--- src/rtl/tt_sweep_pkg.sv ---
// Shared types and constants for the truth-table sweep capture block.
package tt_sweep_pkg;

  typedef enum logic [1:0] {
    ST_IDLE  = 2'd0,
    ST_DRIVE = 2'd1,
    ST_FIN   = 2'd2
  } state_e;

  localparam logic [15:0] SIG_POLY   = 16'h1021;
  localparam logic [15:0] SIG_INIT   = 16'hFFFF;
  localparam int          N_IN_DEF   = 7;
  localparam int          SETTLE_DEF = 1;

  // One MSB-first serial CRC-16 step: feedback is the outgoing MSB xor the new bit.
  function automatic logic [15:0] sig_step(input logic [15:0] c, input logic b);
    logic fb;
    fb = c[15] ^ b;
    return {c[14:0], 1'b0} ^ (fb ? SIG_POLY : 16'h0000);
  endfunction

endpackage

--- src/rtl/tt_sig_lfsr.sv ---
// Serial CRC-16 accumulator: one sampled bit per enable, clear reloads SIG_INIT.
module tt_sig_lfsr
  import tt_sweep_pkg::*;
(
  input  logic        clk,
  input  logic        rst_n,
  input  logic        i_clr,
  input  logic        i_en,
  input  logic        i_bit,
  output logic [15:0] o_crc
);

  logic [15:0] r_crc;

  // CRC register: clear has priority so a new sweep always starts from SIG_INIT.
  always_ff @(posedge clk or negedge rst_n) begin
    if (!rst_n)    r_crc <= SIG_INIT;
    else if (i_clr) r_crc <= SIG_INIT;
    else if (i_en)  r_crc <= sig_step(r_crc, i_bit);
  end

  assign o_crc = r_crc;

endmodule

--- src/rtl/tt_sweep_capture.sv ---
// Truth-table sweep capture: walks every input vector of an N_IN-input netlist,
// samples its single output after SETTLE extra cycles and builds the table.
// Optional CRC-16 signature over the sampled bits with TT_SIGNATURE_EN.
module tt_sweep_capture
  import tt_sweep_pkg::*;
#(
  parameter int N_IN   = N_IN_DEF,
  parameter int SETTLE = SETTLE_DEF
) (
  input  logic                 clk,
  input  logic                 rst_n,
  input  logic                 start,
  input  logic                 hold,
  input  logic                 y_in,
  output logic [N_IN-1:0]      x_out,
  output logic                 busy,
  output logic                 done,
  output logic                 tt_valid,
  output logic [(1<<N_IN)-1:0] tt,
  output logic [N_IN:0]        ones_cnt
`ifdef TT_SIGNATURE_EN
  ,
  output logic [15:0]          sig
`endif
);

  localparam int TT_W = 1 << N_IN;

  state_e            r_state, w_state_nxt;
  logic [N_IN:0]     r_vec;      // one spare bit so the last index never wraps
  logic [3:0]        r_settle;
  logic [TT_W-1:0]   r_tt;
  logic [N_IN:0]     r_ones;
  logic              r_tt_valid;
  logic              w_accept, w_sample, w_last;

  // State register.
  always_ff @(posedge clk or negedge rst_n) begin
    if (!rst_n) r_state <= ST_IDLE;
    else        r_state <= w_state_nxt;
  end

  // Next state and per-cycle controls: accept, sample, last-vector.
  always_comb begin
    w_state_nxt = r_state;
    w_accept    = 1'b0;
    w_sample    = 1'b0;
    w_last      = 1'b0;
    case (r_state)
      ST_IDLE: begin
        if (start) begin
          w_accept    = 1'b1;
          w_state_nxt = ST_DRIVE;
        end
      end
      ST_DRIVE: begin
        if (!hold && r_settle == 4'(SETTLE)) begin
          w_sample = 1'b1;
          if (r_vec == (N_IN+1)'(TT_W-1)) begin
            w_last      = 1'b1;
            w_state_nxt = ST_FIN;
          end
        end
      end
      ST_FIN:  w_state_nxt = ST_IDLE;
      default: w_state_nxt = ST_IDLE;
    endcase
  end

  // Sweep datapath: vector/settle counters, table and ones count.
  always_ff @(posedge clk or negedge rst_n) begin
    if (!rst_n) begin
      r_vec      <= '0;
      r_settle   <= '0;
      r_tt       <= '0;
      r_ones     <= '0;
      r_tt_valid <= 1'b0;
    end else if (w_accept) begin
      r_vec      <= '0;
      r_settle   <= '0;
      r_tt       <= '0;
      r_ones     <= '0;
      r_tt_valid <= 1'b0;
    end else if (r_state == ST_DRIVE && !hold) begin
      if (w_sample) begin
        r_tt[r_vec[N_IN-1:0]] <= y_in;
        r_ones                <= r_ones + (N_IN+1)'(y_in);
        if (!w_last) begin
          r_vec    <= r_vec + 1'b1;
          r_settle <= '0;
        end
      end else begin
        r_settle <= r_settle + 1'b1;
      end
    end else if (r_state == ST_FIN) begin
      r_tt_valid <= 1'b1;
    end
  end

  assign x_out    = r_vec[N_IN-1:0];
  assign busy     = (r_state == ST_DRIVE);
  assign done     = (r_state == ST_FIN);
  assign tt_valid = r_tt_valid;
  assign tt       = r_tt;
  assign ones_cnt = r_ones;

`ifdef TT_SIGNATURE_EN
  tt_sig_lfsr u_sig (
    .clk   (clk),
    .rst_n (rst_n),
    .i_clr (w_accept),
    .i_en  (w_sample),
    .i_bit (y_in),
    .o_crc (sig)
  );
`endif

endmodule

--- config.mk ---
export PLATFORM = sky130hd
export DESIGN_NAME = tt_sweep_capture
export DESIGN_NICKNAME = d
export VERILOG_FILES = /design/src/rtl/tt_sweep_pkg.sv /design/src/rtl/tt_sig_lfsr.sv /design/src/rtl/tt_sweep_capture.sv
export SDC_FILE = /design/constraint.sdc
export NUM_CORES = 1
export LEC_CHECK = 0
export CORE_MARGIN = 10
export CORE_UTILIZATION = 40
export DETAILED_ROUTE_END_ITERATION = 6
export PLACE_DENSITY_LB_ADDON = 0.08
export SYNTH_ARGS = -nofsm -noshare
export SYNTH_HDL_FRONTEND = slang
export SYNTH_SLANG_ARGS = --single-unit
--- constraint.sdc ---
create_clock -name clk -period 6.5 [get_ports clk]
set_input_delay 1.95 -clock clk [delete_from_list [all_inputs] [get_ports clk]]
set_output_delay 1.95 -clock clk [all_outputs]
set_load 0.02 [all_outputs]
=== After elaboration in Yosys (flattened, before gate mapping) ===
Index checks and enable logic that the tools add are counted.

* Register bits after elaboration: 151
* Output and inout port bits: 146
* Input bits: 5
* Logic and storage cells: 65

* Add/subtract/negate cells: 3
* Eq/ne operators: 10
* Reductions and logical operators: 13
* $lt $le $gt $ge: 2
* Multiplexer cells: 31

{| class="wikitable"
|+ Operator list
! kind !! number
|-
| $mux W128 || 3
|-
| $bwmux W128 || 1
|-
| $mux W8 || 7
|-
| $mux W4 || 4
|-
| $mux W1 || 11
|-
| $add A8 B1 Y8 || 1
|-
| $add A8 B1 Y8 const B || 1
|-
| $eq A8 B7 Y1 const B || 1
|-
| $lt A7 B8 Y1 const B || 1
|-
| $demux W1 S7 || 1
|-
| $ge A7 B1 Y1 const B || 1
|-
| $mux W2 || 3
|-
| $ne A2 B2 Y1 const B || 3
|-
| $reduce_and A2 Y1 || 3
|-
| $reduce_and A3 Y1 || 2
|-
| $reduce_bool A2 Y1 || 3
|-
| $add A4 B1 Y4 const B || 1
|-
| $eq A4 B1 Y1 const B || 1
|-
| $ne A2 B1 Y1 const B || 2
|-
| $pmux W2 S2 || 1
|-
| $logic_and A1 B1 Y1 || 3
|-
| $ne A3 B3 Y1 const B || 1
|-
| $eq A2 B1 Y1 const B || 1
|-
| $eq A2 B2 Y1 const B || 1
|-
| other kinds (2) || 2
|}

=== Longest topological paths before layout ===
* Depth after elaboration: 8
* Depth in mapped cells: 8
* Mapped depth without buffers: 6

=== Worst setup path after synthesis ===
No wires, ideal clock.

* Kind: input to register
* Start point: input hold
* End point: register r_tt[48], in the netlist tt[48]
* Setup slack: 2879 ps
* Stages on the path: 6
* Data arrival time: 3485 ps
* Cell sequence: or4b_4 -> or3_1 -> buf_6 -> buf_6 -> o311ai_1 -> o41ai_1

* Longest elaborated chain between the ends: 6
* Elaborated cells between the ends (all ways): 8
* Those cells by class: mux (2); reduce/logical (6)

{| class="wikitable"
|+ Ends and longest elaborated chain
! what !! line !! RTL
|-
| start: declaration || tt_sweep_capture.sv:13 || <nowiki>input logic hold,</nowiki>
|-
| $logic_not A1 Y1 (*) || tt_sweep_capture.sv:57, tt_sweep_capture.sv:84 ||
|-
| $logic_and A1 B1 Y1 || tt_sweep_capture.sv:57 || <nowiki>if (!hold && r_settle == 4'(SETTLE)) begin</nowiki>
|-
| $mux W1 || tt_sweep_capture.sv:57 ||
|-
| $mux W1 || tt_sweep_capture.sv:49 || <nowiki>case (r_state)</nowiki>
|-
| $reduce_bool A2 Y1 (no source line) || -- ||
|-
| $reduce_and A2 Y1 (no source line) (*) || -- ||
|-
| end signal: indexed assignment || tt_sweep_capture.sv:86 || <nowiki>r_tt[r_vec[N_IN-1:0]] <= y_in;</nowiki>
|-
| end: declaration || tt_sweep_capture.sv:32 || <nowiki>logic [TT_W-1:0] r_tt;</nowiki>
|}

Mark *: on every way between the ends. The rest lies on a longest branch, timed or not.
A chain may end at the register's enable or synchronous reset.

=== Worst setup path after layout ===
* Start point: input hold
* End point: register r_tt[62], in the netlist tt[62]

The elaborated chain is that of the path after synthesis.

==> results.md <==
- Tot Pwr: 2.445 mW
- Synth Area in XOR/XNOR: 0.5945%
- Post-synth top flop: dfrtp_1
- Initial core utilization: 40.86%
- Slew Limit Fails: 0
- Top-count cell post-synth: dfrtp_1
- WHS Path Cells: 1
- Setup CP Type: in2reg
- Ant diodes: 0
- Worst EP required: 6.77 ns
- CTS Sinks: ~150
- CP arrival: 4.60 ns
- IR drop worst, VDD: 0.2274 mV
- First-pass GRT wire length: ~35000 um
- Post-CTS Hold Fix Bufs: 0
- Final Hold Slack: roughly 0.5 ns
- Drt drc: 0
- Post-synth EDFFs: 0
- Reg-to-reg endpoint: tt[62]$_DFFE_PN0P_
- Most frequent cells after synthesis: dfrtp_1, nand2_1, clkbuf_1
- # fillers: 1589
- Worst-path maximum fanout: 65
- Num ports: 151
- DR iter-0 viols: between 500 and 600
- Post-CTS Setup Inserts: 0
- # setup viols final: 0
- Pre-CTS WS: ~1.8 ns
- Core ar.: 0.01802 sq mm
- Syn Std Cell Area: ~0.0074 sq mm
- Share of the synthesized area in the top cell type: around half
- Post-Syn Instances: 701
- Critical Path Source Type: input pin
- Dominant cells by area after synthesis: dfrtp_1, o31ai_1, mux2i_1
- Multiplexer share of the synthesized area: 6.931%
- Grt ovf: 0
- Vias in the first global route: 5916
- Post-CTS Resized: 0
- Storage cell area: 0.003779 sq mm
- Buffers on Ports: 150
- Netlist cell types: 39
- Hold_sp: tt_valid$_DFFE_PN0P_
- Initial antenna violation count: 0
- Fin crit share: 66.68%
- Setup slack after layout: about 2.2 ns
- H-tree Lvls: 4
- Vias: 5924
- Hold path endpoint: tt_valid$_DFFE_PN0P_
- Gpl congestion: 0.7874
- Die width: 155.7 um
- Pre-antenna DRT Iters: 7
- Worst-Margin Slew: between 1 and 1.5 ns
- Largest net degree at the start of global routing: 116
- Post-synthesis simple-gate area fraction: 17.50%
- Final Util: 52.41%
- HP Class: reg2reg
- TritonCTS buffer count: 17
- Main combinational cell family by area after synthesis: simple AND/OR/NAND/NOR gates
- Final Hold Viols: 0
- Flop-to-flop setup slack: ~3.6 ns
- Pwr per Cell Area: approximately 260 mW/mm^2
- Area delta synth->final: 28.25%
- Total GRT Usage: 18.27%
- Syn. warnings: 0
- Adder-cell share of the synthesized area: less than 1%
- Clk Latency, worst-skew pair: 0.42 ns
- Relative slew margins: between 20% and 30%
- Layout cells sized above 1: 10.57%
- Vias/cell: 5.735
- Antenna viol nets, final: 0
- Leakage power total: around 3.7 nW
- Asr flop ratio synth: 100.0%
- Area of the multi-input gates: 0.003189 sq mm
- Worst Setup End Kind: register
- Max cap viols: 0
- Nets@finish: 802
- Clock period minus worst slack: 4.334 ns
- Root Buffer: clkbuf_16
- Clock skew: about 0.0079 ns
- CTS tree: yes
- Die area: 0.02424 sq mm
- Reg clk slew, reported paths: roughly 0.060 ns
- Worst Reg-to-Reg Cells: 7
- Worst r2r src: r_settle[1]$_DFFE_PN0P_
- Max Buffers Root-to-Sink: 2
- RSZ-0062 raised after global routing: false
- Status: complete, no violations
- Die Height: 155.7 um
- Setup TNS: 0 ns
- Final WL: 22220 um
- Synth Area in Compound Gates: 17.28%
- #FFs+latches synth: about 150
- Post-Syn Nets: approximately 710
- Sequential share of the synthesized area: 51.30%
- DR WL/cell: 21.51 um
- Area leader, netlist: dfrtp_1
- F_max: 0.2307 GHz
- Row count: 49
- Syn avg cell area: 10.51 sq um
- Detailed Place HPWL: 14770 um
## cells in the final DEF (no fill, tap or decap), drive strengths merged, types with 7 or more instances in the layout
| master | instances |
|---|---|
| a21oi | 7 |
| buf | 10 |
| clkbuf | 20 |
| clkdlybuf4s50 | 149 |
| dfrtp | 151 |
| mux2i | 51 |
| nand2 | 85 |
| nand3 | 37 |
| nor2 | 13 |
| nor3 | 51 |
| nor4 | 7 |
| o211ai | 65 |
| o21ai | 7 |
| o311ai | 14 |
| o31ai | 69 |
## logic make-up after synthesis
family / after synthesis
AOI/OAI and AO/OA: 171
xor gates and xnor gates: 5
adders and majority gates: 5
buffers and inverters: 90
DFF: 151
muxes: 51
and+or+nand+nor: 228
## area by class of cell
type	count	share of cell area, %
sequential	151	40.00
inverter	3	0.1192
timing repair buffer	159	16.62
multi-input combinational	460	33.76
clock buffer	20	4.623
tap	229	3.033
clock inverter	11	1.841
## flip-flops by register name, summed over array words and instances (netlist names)
name      count
tt          128
r_settle      4
tt_valid      1
ones_cnt      8
r_state       2
r_vec         8
## worst max-delay path: stages
cell             delay (ns)
clkdlybuf4s50_1        0.49
or4b_4                 0.68
or3_2                  0.45
buf_4                  0.38
o311ai_0               0.47
o41ai_1                0.14
## worst max-delay path by stage
stage / slack (ns) / cells past startpoint / start / endpoint
floorplan: 2.88 / 6 / hold / tt[48]$_DFFE_PN0P_
global placement: 1.87 / 6 / hold / tt[68]$_DFFE_PN0P_
detailed placement: 1.78 / 6 / hold / tt[68]$_DFFE_PN0P_
CTS: 2.23 / 6 / hold / tt[68]$_DFFE_PN0P_
global route: 2.00 / 5 / start / tt[63]$_DFFE_PN0P_
finish: 2.17 / 6 / hold / tt[62]$_DFFE_PN0P_
## where the power goes
part           switching (mW)  internal (mW)  total (mW)
Sequential             0.0542          0.979        1.03
Clock                   0.388          0.642        1.03
Combinational           0.269          0.113       0.382
Total                   0.711           1.73        2.45
## through the flow
step / instance area [sq um] / instances
after global placement: 8836 / 1002
after detailed placement: 8836 / 1002
after CTS: 9447 / 1033
final: 9447 / 1033
after global routing: 9447 / 1033
after floorplan: 7366 / 701
## per-layer routing
metal	part of all wire, %	up-vias	track usage [%]
met2	49	191	29.17
met4	1.6	0	5.927
met1	43	2944	23.69
li1	-	2766	-
met3	6.3	23	4.742
met5	0	-	0
No activity file was read; power rests on OpenSTA's default activity.
